$ cat src/rtl/stepper_decoder.sv
// stepper_decoder
//   Receive-side checker for the 3-bit stepper phase-code stream. One code is
//   sampled per Valid strobe; the block recovers step direction, tracks a
//   signed position, and flags transitions the stepper generator cannot emit.
//
// Ports
//   CP      in   system clock, rising edge
//   CR      in   synchronous active-high reset (priority over Valid)
//   Valid   in   one-cycle sample strobe
//   Code    in   3-bit phase code
//   Dir     out  direction of last accepted step (1 = forward)
//   Pos     out  signed W-bit position, wraps modulo 2^W
//   Step    out  one-cycle pulse per accepted step
//   Err     out  one-cycle pulse per illegal transition
//   Locked  out  high while tracking a legal stream
//   ErrCnt  out  saturating count of Err pulses
module stepper_decoder #(
  parameter int unsigned W = 8
) (
  input  logic                CP,
  input  logic                CR,
  input  logic                Valid,
  input  logic [2:0]          Code,
  output logic                Dir,
  output logic signed [W-1:0] Pos,
  output logic                Step,
  output logic                Err,
  output logic                Locked,
  output logic [3:0]          ErrCnt
);

  typedef enum logic [2:0] {
    StIdle,
    StSeen7,
    StSeen0,
    StTrack,
    StFault
  } state_e;

  localparam logic [W-1:0] PosOne = W'(1);

  state_e         state_q, state_d;
  logic [2:0]     p_q, p_d;
  logic [W-1:0]   pos_q, pos_d;
  logic           dir_q, dir_d;
  logic           locked_q, locked_d;
  logic           step_q, step_d;
  logic           err_q, err_d;
  logic [3:0]     errcnt_q, errcnt_d;

  // Next code on the forward ring 6->4->5->1->3->2->6.
  // Unused codes map to 7, which is intercepted before tracking and never matches.
  function automatic logic [2:0] fwd(input logic [2:0] c);
    case (c)
      3'd6:    fwd = 3'd4;
      3'd4:    fwd = 3'd5;
      3'd5:    fwd = 3'd1;
      3'd1:    fwd = 3'd3;
      3'd3:    fwd = 3'd2;
      3'd2:    fwd = 3'd6;
      default: fwd = 3'd7;
    endcase
  endfunction

  // Next code on the reverse ring 6->2->3->1->5->4->6.
  function automatic logic [2:0] bwd(input logic [2:0] c);
    case (c)
      3'd6:    bwd = 3'd2;
      3'd2:    bwd = 3'd3;
      3'd3:    bwd = 3'd1;
      3'd1:    bwd = 3'd5;
      3'd5:    bwd = 3'd4;
      3'd4:    bwd = 3'd6;
      default: bwd = 3'd7;
    endcase
  endfunction

  // State register
  always_ff @(posedge CP) begin
    if (CR) begin
      state_q  <= StIdle;
      p_q      <= 3'd0;
      pos_q    <= '0;
      dir_q    <= 1'b0;
      locked_q <= 1'b0;
      step_q   <= 1'b0;
      err_q    <= 1'b0;
      errcnt_q <= 4'd0;
    end else begin
      state_q  <= state_d;
      p_q      <= p_d;
      pos_q    <= pos_d;
      dir_q    <= dir_d;
      locked_q <= locked_d;
      step_q   <= step_d;
      err_q    <= err_d;
      errcnt_q <= errcnt_d;
    end
  end

  // Next-state logic
  always_comb begin
    state_d  = state_q;
    p_d      = p_q;
    pos_d    = pos_q;
    dir_d    = dir_q;
    locked_d = locked_q;
    step_d   = 1'b0;
    err_d    = 1'b0;
    errcnt_d = errcnt_q;

    if (Valid) begin
      if (Code == 3'd7) begin
        // 7 restarts the startup sequence from anywhere.
        state_d  = StSeen7;
        pos_d    = '0;
        locked_d = 1'b0;
      end else begin
        case (state_q)
          StIdle: begin
            if (Code == 3'd0) begin
              state_d = StSeen0;
            end else begin
              // Mid-stream sync: adopt the code as the reference phase.
              state_d  = StTrack;
              p_d      = Code;
              pos_d    = '0;
              locked_d = 1'b1;
            end
          end
          StSeen7: begin
            if (Code == 3'd0) begin
              state_d = StSeen0;
            end else begin
              err_d   = 1'b1;
              state_d = StFault;
            end
          end
          StSeen0: begin
            if (Code == 3'd6) begin
              state_d  = StTrack;
              p_d      = 3'd6;
              pos_d    = '0;
              locked_d = 1'b1;
            end else if (Code != 3'd0) begin
              err_d   = 1'b1;
              state_d = StFault;
            end
          end
          StTrack: begin
            if (Code == fwd(p_q)) begin
              p_d    = Code;
              pos_d  = pos_q + PosOne;
              dir_d  = 1'b1;
              step_d = 1'b1;
            end else if (Code == bwd(p_q)) begin
              p_d    = Code;
              pos_d  = pos_q - PosOne;
              dir_d  = 1'b0;
              step_d = 1'b1;
            end else if (Code != p_q) begin
              err_d    = 1'b1;
              locked_d = 1'b0;
              state_d  = StFault;
            end
          end
          StFault: ;
          default: state_d = StIdle;
        endcase
      end
    end

    if (err_d && (errcnt_q != 4'hF)) begin
      errcnt_d = errcnt_q + 4'd1;
    end
  end

  // Outputs come straight from registers.
  always_comb begin
    Dir    = dir_q;
    Pos    = pos_q;
    Step   = step_q;
    Err    = err_q;
    Locked = locked_q;
    ErrCnt = errcnt_q;
  end

endmodule

$ cat config.mk
export PLATFORM = sky130hd
export DESIGN_NAME = stepper_decoder
export DESIGN_NICKNAME = d
export VERILOG_FILES = /design/src/rtl/stepper_decoder.sv
export SDC_FILE = /design/constraint.sdc
export NUM_CORES = 1
export LEC_CHECK = 0
export CAP_MARGIN = 20
export CORE_MARGIN = 5
export CORE_UTILIZATION = 55
export CTS_CLUSTER_SIZE = 40
export DETAILED_ROUTE_END_ITERATION = 8
export PLACE_DENSITY_LB_ADDON = 0.08
export REMOVE_ABC_BUFFERS = 1
export SETUP_SLACK_MARGIN = 0.15
export SYNTH_ARGS = -nofsm -noshare
export SYNTH_HDL_FRONTEND = slang
export SYNTH_SLANG_ARGS = --single-unit
$ cat constraint.sdc
create_clock -name CP -period 3.2 [get_ports CP]
set_clock_uncertainty 0.2 [all_clocks]
set_input_delay 0.48 -clock CP [delete_from_list [all_inputs] [get_ports CP]]
set_output_delay 0.48 -clock CP [all_outputs]
set_load 0.02 [all_outputs]
==> results.md <==
- STA puts the critical path data required time at around 3.3 ns.
- For this run, asynchronously set or reset flops after synthesis account for 0.
- The hold violation count in the final report is 0.
- The die is approximately 66 um tall.
- The worst-case IR drop observed on VDD is 0.000196 V.
- In this run the worst path has a maximum fanout of 13.
- The area overhead of the layout relative to synthesis is 24.9%.
- The longest clock path from root to sink contains 2 buffers.
- At the end of routability-driven placement, the weighted congestion stood at approximately 0.90.
- The fraction of synthesized cell area taken by the top area cell type is 0.253.
- Synthesis produced approximately 220 cells.
- The number of different library cells used by synthesis comes to 60.
- The switching power of the nets is between 200 and 250 uW.
- The clock reaches the later pin of the worst-skew pair after between 0.3 and 0.4 ns.
- The area inside the core boundary is 3050 um^2.
- Clock-pin slew was measured on the worst setup and hold paths at approximately 0.14 ns.
- The most area-hungry cell type in the Yosys netlist is sky130_fd_sc_hd__dfxtp_1.
- The first TritonRoute pass finished after 4 iterations.
- The tool flagged a number of max-cap violations equal to 0.
- Entering global routing, the biggest net connects 20 pins.
- The transition time of the tightest slew-check pin is 0.515 ns.
- Buffers inserted during clock tree synthesis total 3.
- The final setup violation count is 0.
- The worst reg2reg path depth is 11.
- The power per standard cell area is between 300 and 400 nW/um^2.
- The number of flops mapped to enable cells by yosys is 0.
- The most common cell in the synthesized netlist is sky130_fd_sc_hd__dfxtp_1.
- Dividing the detail-routed via count by the number of cells gives roughly 6.
- The first routing iteration left ~110 violations.
- Each instance of the synthesized netlist takes up on average 8.04 um^2.
- The count of buffers inserted at the top-level ports is 21.
- In the finished design, the share of the clock period the worst path needs comes to 0.899.
- The fmax is around 350 MHz.
- The worst setup path is launched from a flop.
- The run finished with clean final reports.
- The part of the power in combinational logic is 0.307.
- The floorplan step defined a die boundary enclosing 4400 um^2.
- The total global-route track usage is 0.214.
- For this run, design rule violations remaining after detail routing come to 0.
- The final-report max-slew violation count is 0.
- The CTS tree is built.
- The number of antenna violations at the first check in global routing is 0.
- The register bit count reported by yosys is 22.
- The class of the most critical setup path is flop to flop.
- The count of boundary I/O pins is 22.
- The wire length per cell is approximately 14 um.
- The total power is a little under 800 uW.
- In this run the core area contains 20 standard-cell rows.
- Prior to clock tree synthesis, the placed netlist has a worst setup slack of -0.272 ns.
- Headroom to the max-slew limit came out at 0.654.
- In the post-synthesis netlist, the biggest area contributors are sky130_fd_sc_hd__dfxtp_1 25%, sky130_fd_sc_hd__a21oi_1 5.7%, sky130_fd_sc_hd__ha_1 5.7%.
- The total leakage power is approximately 0.00087 uW.
- The number of global-route vias before repair is 1662.
- The number of synthesis warnings is 0.
- The final layout contains 270 nets.
- The starting utilization of the core area is 0.571.
- The utilization after layout is 0.714.
- The number of nets with antenna violations after detailed routing is 0.
- Setup repair after global routing left no endpoint under its margin.
- The post-route worst setup slack is about 0.32 ns.
- The synthesized cell area is 1740 um^2.
- In this run, post-CTS hold repair placed 0 buffers.
- In this run the clock root is driven by a sky130_fd_sc_hd__clkbuf_4.
- The internal power is between 500 and 600 uW.
- The total wire length is 4310 um.
- The worst hold path was traced through 2 stages.
- At the worst endpoint, the arrival time is between 2 and 3 ns.
- The sequential fraction of the synthesis area is 0.253.
- The sum of net half-perimeters after detailed placement is about 3000 um.
- The sequential power share is 0.404.
- The minimum clock period is between 2 and 3 ns.
- The critical path endpoint category is a flop.
- The total number of vias is between 1.5k and 2k.
- The clock network fraction of total power is 0.289.
- The layout has between 200 and 300 filler cells.
- CTS built an H-tree with a depth of 1.
- The dominant register cell in the synthesized netlist is sky130_fd_sc_hd__dfxtp_1.
- The wire length of the first global-routing pass is around 7400 um.
- The width of the chip is 66.3 um.
- 0 antenna diodes ended up in the layout.
- Clock tree synthesis found a total of 22 sinks.
- In the final layout, the share of cells above drive strength 1 is 0.177.
- The net switching share of the total power is 0.318.
- In the synthesized netlist, the cells that appear most often are 22 x sky130_fd_sc_hd__dfxtp_1, 20 x sky130_fd_sc_hd__a21oi_1, 15 x sky130_fd_sc_hd__inv_1, 15 x sky130_fd_sc_hd__nor2_1, 14 x sky130_fd_sc_hd__nand2_1.
- For this run the aggregate overflow at the end of global routing stands at 0.
- The tightest min-delay check is of the flop to flop type.
==> cells in the final DEF (no fill, tap or decap), types with 4 or more instances in the layout <==
cell type                          n
sky130_fd_sc_hd__nor2_1           15
sky130_fd_sc_hd__nand2_1          14
sky130_fd_sc_hd__clkdlybuf4s50_1  19
sky130_fd_sc_hd__o21ai_0          10
sky130_fd_sc_hd__ha_1              8
sky130_fd_sc_hd__a31oi_1           5
sky130_fd_sc_hd__xor2_1            5
sky130_fd_sc_hd__o211ai_1          5
sky130_fd_sc_hd__nand3_1           9
sky130_fd_sc_hd__buf_4            24
sky130_fd_sc_hd__dfxtp_1          22
sky130_fd_sc_hd__or3_1             6
sky130_fd_sc_hd__o22ai_1           4
sky130_fd_sc_hd__a21oi_1          17
sky130_fd_sc_hd__inv_1            14
sky130_fd_sc_hd__a21o_1            6
sky130_fd_sc_hd__a21oi_2           4
sky130_fd_sc_hd__nor3_1            4
==> timing repair <==
| item | in CTS | in global routing |
|---|---|---|
| setup endpoints to repair | 2 | 2 |
| gates resized for setup | 2 | 5 |
| cloned | 0 | 0 |
| setup buffers | 0 | 1 |
| pin swaps | 0 | 2 |
==> worst paths after layout <==
| check | startpoint | endpoint | slack [ns] |
|---|---|---|---|
| max | p_q[0] | Pos[6] | 0.32 |
| min | ErrCnt[1] | ErrCnt[1] | 0.30 |
| max reg2reg | p_q[0] | Pos[6] | 0.32 |
| min reg2reg | ErrCnt[1] | ErrCnt[1] | 0.30 |
==> layout make-up <==
cell class	count	area (um^2)	share of cell area
multi-input combinational	168	1180	0.540
inverter	15	58.8	0.0270
tap	44	55.1	0.0253
timing repair buffer	45	395	0.182
sequential	22	440	0.202
clock buffer	3	22.5	0.0103
clock inverter	1	30.0	0.0138
==> stage by stage <==
step | cells | TNS (ns) | hold slack (ns) | instance area [um^2]
floorplan | 205 | 0 | 0.291 | 1660
global placement | 293 | -0.457 | 0.273 | 2100
detailed placement | 293 | -0.711 | 0.285 | 2100
CTS | 297 | 0 | 0.304 | 2160
global route | 298 | 0 | 0.349 | 2180
finish | 298 | 0 | 0.304 | 2180
==> registers in the layout, indices dropped and copies added, names as in the netlist <==
register,cells
p_q,3
Locked,1
Err,1
ErrCnt,4
Pos,8
Dir,1
state_q,3
Step,1
==> cell families after synthesis <==
group / synth area share
flip-flops: 0.253
AO/OA/AOI/OAI: 0.288
buffers and inverters: 0.0796
adder cells (fa/ha/maj): 0.0746
AND/OR/NAND/NOR: 0.253
multiplexers: 0.0122
XOR/XNOR: 0.0402
==> power by group through the flow <==
stage | Combinational (uW) | Clock, uW | Sequential, uW
5_1_grt | 261 | 238 | 314
3_3_place_gp | 222 | 0 | 314
6_report | 237 | 222 | 311
3_5_place_dp | 229 | 0 | 316
2_1_floorplan | 138 | 0 | 319
4_1_cts | 233 | 222 | 310
==> metal layers <==
metal  GRT usage  vias to the layer above  wire length [um]
met4      0.0964                        0               133
met5           0                        -                 0
li1            -                      879                 -
met1       0.271                      817              2080
met2       0.351                       43              1970
met3      0.0374                       15               120
==> worst max-delay path, stage by stage, from the launching register on <==
cell and delay [ns]:
sky130_fd_sc_hd__dfxtp_1 0.46, sky130_fd_sc_hd__or3_4 0.45, sky130_fd_sc_hd__a21oi_2 0.13, sky130_fd_sc_hd__a21o_1 0.16, sky130_fd_sc_hd__inv_4 0.08, sky130_fd_sc_hd__fa_1 0.39
sky130_fd_sc_hd__a21o_1 0.20, sky130_fd_sc_hd__a21oi_2 0.18, sky130_fd_sc_hd__o211ai_1 0.11, sky130_fd_sc_hd__o41ai_1 0.09, sky130_fd_sc_hd__o21ai_0 0.16, sky130_fd_sc_hd__a31oi_1 0.19
(Power assumes the default switching activity.)
